--- config.mk ---
export PLATFORM = sky130hd
export DESIGN_NAME = exu_muldiv
export DESIGN_NICKNAME = d
export VERILOG_FILES = /design/src/rtl/alioth_exu_pkg.sv /design/src/rtl/exu_div_iter.sv /design/src/rtl/exu_muldiv.sv
export SDC_FILE = /design/constraint.sdc
export NUM_CORES = 2
export LEC_CHECK = 0
export CORE_UTILIZATION = 59
export CTS_BUF_LIST = sky130_fd_sc_hd__clkbuf_2
export CTS_CLUSTER_SIZE = 10
export DETAILED_ROUTE_END_ITERATION = 12
export GPL_TIMING_DRIVEN = 0
export PLACE_DENSITY = 0.76
export SYNTH_ARGS = -nofsm -noshare
export SYNTH_HDL_FRONTEND = slang
export SYNTH_SLANG_ARGS = --single-unit
--- constraint.sdc ---
create_clock -name clk -period 11.6 [get_ports clk]
set_clock_uncertainty 0.2 [all_clocks]
set_input_delay 2.32 -clock clk [delete_from_list [all_inputs] [get_ports clk]]
set_output_delay 2.32 -clock clk [all_outputs]
set_load 0.01 [all_outputs]
--- src/rtl/alioth_exu_pkg.sv ---
// alioth_exu_pkg: shared FSM states, op encoding and special-case results for the muldiv unit
package alioth_exu_pkg;
  typedef enum logic [1:0] {IDLE, MUL, DIV, DONE} state_t;
  typedef enum logic [2:0] {OP_MUL, OP_MULH, OP_MULHSU, OP_MULHU, OP_DIV, OP_DIVU, OP_REM, OP_REMU} op_t;
  localparam logic [31:0] DIV0_QUO = 32'hFFFF_FFFF;
  localparam logic [31:0] OVF_QUO  = 32'h8000_0000;
  localparam logic [31:0] OVF_REM  = 32'h0000_0000;
endpackage

--- src/rtl/exu_div_iter.sv ---
// exu_div_iter: radix-2 restoring divider on magnitudes, one quotient bit per cycle over 32 cycles
module exu_div_iter (
  input  logic        clk,
  input  logic        rst,
  input  logic        start,
  input  logic        kill,
  input  logic [31:0] dividend,
  input  logic [31:0] divisor,
  output logic        done,
  output logic [31:0] quo,
  output logic [31:0] rem
);
  logic        run;
  logic [4:0]  cnt;
  logic [31:0] quo_q, rem_q, dvs_q;
  logic [32:0] sh;
  logic        ge;
  assign sh   = {rem_q, quo_q[31]};
  assign ge   = sh >= {1'b0, dvs_q};
  // quo/rem are the values after the current step, so the final step can be consumed on the same edge
  assign rem  = ge ? 32'(sh - {1'b0, dvs_q}) : sh[31:0];
  assign quo  = {quo_q[30:0], ge};
  assign done = run && cnt == 5'd31;
  always_ff @(posedge clk or negedge rst) begin
    if (!rst) begin
      run   <= 1'b0;
      cnt   <= '0;
      quo_q <= '0;
      rem_q <= '0;
      dvs_q <= '0;
    end else if (kill) begin
      run <= 1'b0;
      cnt <= '0;
    end else if (start) begin
      run   <= 1'b1;
      cnt   <= '0;
      quo_q <= dividend;
      rem_q <= '0;
      dvs_q <= divisor;
    end else if (run) begin
      quo_q <= quo;
      rem_q <= rem;
      cnt   <= cnt + 5'd1;
      run   <= !done;
    end
  end
endmodule

--- src/rtl/exu_muldiv.sv ---
// exu_muldiv: RV32M multiply/divide unit; 2-cycle multiplier, 33-cycle iterative divider,
// single-cycle divide-by-zero / overflow results, result held until writeback accepts it
module exu_muldiv
  import alioth_exu_pkg::*;
(
  input  logic        clk,
  input  logic        rst,
  input  logic        req_muldiv_i,
  input  logic [31:0] muldiv_op1_i,
  input  logic [31:0] muldiv_op2_i,
  input  logic        muldiv_op_mul_i,
  input  logic        muldiv_op_mulh_i,
  input  logic        muldiv_op_mulhsu_i,
  input  logic        muldiv_op_mulhu_i,
  input  logic        muldiv_op_div_i,
  input  logic        muldiv_op_divu_i,
  input  logic        muldiv_op_rem_i,
  input  logic        muldiv_op_remu_i,
  input  logic [4:0]  reg_waddr_i,
  input  logic        flush_i,
  input  logic        result_ready_i,
  output logic        busy_o,
  output logic        result_valid_o,
  output logic [31:0] result_o,
  output logic [4:0]  reg_waddr_o
);
  state_t             state;
  op_t                op_in, op_q;
  logic [31:0]        op1_q, op2_q, special_res, div_res, mul_res, div_q, div_r;
  logic               is_div, sgn_div, is_rem, div0, ovf, special, div_start, div_done;
  logic               neg_q, neg_r;
  logic signed [32:0] a33, b33;
  logic [63:0]        prod;
  assign op_in = muldiv_op_mul_i    ? OP_MUL    :
                 muldiv_op_mulh_i   ? OP_MULH   :
                 muldiv_op_mulhsu_i ? OP_MULHSU :
                 muldiv_op_mulhu_i  ? OP_MULHU  :
                 muldiv_op_div_i    ? OP_DIV    :
                 muldiv_op_divu_i   ? OP_DIVU   :
                 muldiv_op_rem_i    ? OP_REM    :
                 muldiv_op_remu_i   ? OP_REMU   : OP_MUL;
  assign is_div      = op_in inside {OP_DIV, OP_DIVU, OP_REM, OP_REMU};
  assign sgn_div     = op_in inside {OP_DIV, OP_REM};
  assign is_rem      = op_in inside {OP_REM, OP_REMU};
  assign div0        = muldiv_op2_i == '0;
  assign ovf         = sgn_div && muldiv_op1_i == 32'h8000_0000 && muldiv_op2_i == 32'hFFFF_FFFF;
  assign special     = is_div && (div0 || ovf);
  assign special_res = div0 ? (is_rem ? muldiv_op1_i : DIV0_QUO) : (is_rem ? OVF_REM : OVF_QUO);
  assign div_start   = state == IDLE && req_muldiv_i && !flush_i && is_div && !special;
  assign a33  = {(op_q == OP_MULH || op_q == OP_MULHSU) && op1_q[31], op1_q};
  assign b33  = {op_q == OP_MULH && op2_q[31], op2_q};
  // 64 bits of the sign-extended 33x33 product are exact for every mul variant
  assign prod    = 64'(a33) * 64'(b33);
  assign mul_res = op_q == OP_MUL ? prod[31:0] : prod[63:32];
  assign div_res = op_q inside {OP_REM, OP_REMU} ? (neg_r ? -div_r : div_r) : (neg_q ? -div_q : div_q);
  assign busy_o         = state != IDLE;
  assign result_valid_o = state == DONE;
  exu_div_iter u_div (
    .clk      (clk),
    .rst      (rst),
    .start    (div_start),
    .kill     (flush_i),
    .dividend (sgn_div && muldiv_op1_i[31] ? -muldiv_op1_i : muldiv_op1_i),
    .divisor  (sgn_div && muldiv_op2_i[31] ? -muldiv_op2_i : muldiv_op2_i),
    .done     (div_done),
    .quo      (div_q),
    .rem      (div_r)
  );
  always_ff @(posedge clk or negedge rst) begin
    if (!rst) begin
      state       <= IDLE;
      op_q        <= OP_MUL;
      op1_q       <= '0;
      op2_q       <= '0;
      neg_q       <= 1'b0;
      neg_r       <= 1'b0;
      result_o    <= '0;
      reg_waddr_o <= '0;
    end else if (flush_i) begin
      state <= IDLE;
    end else begin
      case (state)
        IDLE: if (req_muldiv_i) begin
          op_q        <= op_in;
          op1_q       <= muldiv_op1_i;
          op2_q       <= muldiv_op2_i;
          reg_waddr_o <= reg_waddr_i;
          neg_q       <= sgn_div && (muldiv_op1_i[31] ^ muldiv_op2_i[31]);
          neg_r       <= sgn_div && muldiv_op1_i[31];
          state       <= !is_div ? MUL : special ? DONE : DIV;
          if (special) result_o <= special_res;
        end
        MUL: begin
          result_o <= mul_res;
          state    <= DONE;
        end
        DIV: if (div_done) begin
          result_o <= div_res;
          state    <= DONE;
        end
        DONE: if (result_ready_i) state <= IDLE;
        default: state <= IDLE;
      endcase
    end
  end
endmodule

==> impl_metrics.env <==
export IMPL_status="finished with violations"
export IMPL_violations="DRC, capacitance limit, slew limit"
export IMPL_worst_setup_path_end_kind="flip-flop"
export IMPL_arrival_ns=12.06
export IMPL_cp_common_cell="fa_1"
export IMPL_grt_max_degree=118
export IMPL_yosysMostFrequentCell="inv_1"
export IMPL_ys_seq_area_frac=0.0993
export IMPL_ant_nets=0
export IMPL_wl_per_cell_um=28.1
export IMPL_overflow=0
export IMPL_fin_hold_ws_ns=0.296
export IMPL_muxShareOfSynthArea=0.0206
export IMPL_required_ns=12.28
export IMPL_syn_nets=7473
export IMPL_cp_max_fo=11
export IMPL_ys_seq_elements=210
export IMPL_htreeDepth=2
export IMPL_maxSlewHeadroom=-0.0323
export IMPL_drtPass1Iterations=10
export IMPL_grt_pass1_vias=46300
export IMPL_post_route_drc_count=18
export IMPL_drive_gt1_frac=0.0401
export IMPL_syn_to_final_growth_pct=6.05
export IMPL_synthTopCellsByCount="inv_1 (1231), fa_1 (1126), nand2_1 (1018), and2_1 (324), clkbuf_1 (284)"
export IMPL_cts_tree="built"
export IMPL_syn_area_sq_um=52900
export IMPL_drt_iter0_markers=5511
export IMPL_place_gp_congestion=1.08
export IMPL_synth_edf_count=0
export IMPL_die_w_um=302
export IMPL_ys_types=105
export IMPL_setup_violations=0
export IMPL_dp_hpwl_mm=172
export IMPL_grt_pass1_wl_mm=303
export IMPL_row_count=109
export IMPL_fin_crit_ns=11.38
export IMPL_synth_xor_xnor_area_share=0.0339
export IMPL_worstSetupPathType="flip-flop to flip-flop"
export IMPL_coreArea_sq_um=88600
export IMPL_clock_latency_ns=1.03
export IMPL_cts_buffers=49
export IMPL_worstSetupStartpointType="flip-flop"
export IMPL_synth_top_cell_area_share=0.426
export IMPL_viasPerCell=6.17
export IMPL_synth_compound_area_share=0.0895
export IMPL_ioPinCount=121
export IMPL_cp_slowest_cell="clkbuf_1"
export IMPL_worst_pin_slew_ns=1.55
export IMPL_finalHoldViolCount=0
export IMPL_synthSimpleGateAreaFrac=0.157
export IMPL_synthTopCellsByArea="fa_1 (43%), dfrtp_1 (9.9%), inv_1 (8.7%)"
export IMPL_vias=45700
export IMPL_synth_top_family_by_area="adder cells"
export IMPL_synth_adder_area_share=0.486
export IMPL_cts_setup_buffers=0
export IMPL_syn_mean_instance_area_sq_um=8.81
export IMPL_rsz0062_at_grt="no"
export IMPL_die_y_um=302
export IMPL_clockBufferDepth=3
export IMPL_final_nets=7643
export IMPL_max_freq_mhz=87.9
export IMPL_synth_flop_cell="dfrtp_1"
export IMPL_synth_cells=6009
export IMPL_min_path_type="flip-flop to flip-flop"
export IMPL_clk_pin_slew_ns=0.14
export IMPL_yosysWarnings=0
export IMPL_maxCapViolCount=2
export IMPL_antenna_found_initial=24
export IMPL_synthArstFlopShare=1.00
export IMPL_crit_path_max_incr_delay_ns=1.11
export IMPL_totalWireLength_mm=208
export IMPL_cts_root_buffer="clkbuf_2"
export IMPL_numPortBuffers=117
export IMPL_finalCritPeriodShare=0.981
export IMPL_yosys_area_top_type="fa_1"
export IMPL_die_area_sq_um=90900
export IMPL_clkSinkCount=210
export IMPL_slew_violations=23
export IMPL_grt_usage=0.469
export IMPL_start_util=0.597
logic make-up (layout without fill, tap and decap cells):
family	after synthesis	count (layout)
AOI/OAI and AO/OA	740	740
xor gates and xnor gates	205	205
adders and majority gates	1382	1382
buffers and inverters	1570	1773
DFF	210	210
muxes	97	97
other	0	26
and+or+nand+nor	1805	1805
sequential cells by signal, indices dropped and copies added (netlist names):
signal and count:
op2_q 32, u_div.cnt 5, op1_q 32, u_div.dvs_q 32, reg_waddr_o 5, u_div.quo_q 32
result_o 32, state 2, neg_q 1, u_div.run 1, op_q 3, u_div.rem_q 32
neg_r 1
stage by stage:
step                utilization  setup WS (ns)  cell area, sq um  cells  setup TNS (ns)
floorplan                     -           2.88             52900   6009               0
global placement          0.627          -1.31             55600   7291         -269.53
detailed placement        0.628         0.0331             55700   7294               0
CTS                       0.632         0.0476             56100   7378               0
global route              0.633         0.0334             56100   7384               0
finish                    0.633          0.220             56200   7403               0
critical path: cells and delay by family, from the launching register on:
kind	cells	cell delay (ns)
adder cells (fa/ha/maj)	9	4.02
AO/OA/AOI/OAI	8	3.75
buffers and inverters	9	2.43
flip-flops	1	0.34
AND/OR/NAND/NOR	2	0.26
XOR/XNOR	1	0.23
layer usage:
layer / track usage / wire, um
met1: 0.623 / 77600
met2: 0.665 / 86000
met3: 0.155 / 28700
met4: 0.282 / 15200
met5: 0 / 240
path summary, 6_finish.rpt:
check / startpoint / end / slack [ns] / depth (start not counted)
setup / recovery: op2_q[15] / result_o[23] / 0.22 / 29
setup reg to reg: op2_q[15] / result_o[23] / 0.22 / 29
max in group asynchronous: rst / op1_q[23] / 8.98 / 3
hold / removal: u_div.dvs_q[17] / u_div.dvs_q[17] / 0.30 / 2
hold reg to reg: u_div.dvs_q[17] / u_div.dvs_q[17] / 0.30 / 2
min in group asynchronous: rst / u_div.dvs_q[15] / 1.15 / 2
placed cells by master (no fill, tap or decap), types with 27 or more instances in the layout:
cell,Yosys,layout
dfrtp_1,210,210
clkbuf_1,284,279
mux2_2,67,67
buf_2,36,36
nand3_1,36,36
xnor2_1,92,92
o21ai_0,210,210
nand4_1,27,27
inv_1,1231,1231
and2_1,324,324
ha_1,256,256
nand2_1,1018,1018
clkdlybuf4s50_1,0,116
clkbuf_2,0,71
xor2_1,113,113
a31oi_1,27,27
o31ai_1,78,78
or3_1,31,31
a21o_1,45,45
nor3_1,46,44
fa_1,1126,1125
mux2i_1,27,27
a21oi_1,172,172
nor2_1,180,180
final cells by class:
class                   instances  area [sq um]
repair buffers                120          1240
clock buffers                  69           345
inverters                    1233          4630
flip-flops and latches        210          5260
diodes                         26          65.1
clock inverters                15          67.6
well taps                    1165          1460
multi-input cells            4229         41700
plain buffers                 336          1360
fillers                      7809         32500
what timing repair did:
item                                    4_1_cts  5_1_grt
endpoints found under the setup margin        0        4
hold buffers                                  0        0
resized for setup                             0        9
Power is left out: the tool's default activity adds up to more than one toggle a clock period on the data nets, which glitch-free logic cannot reach.
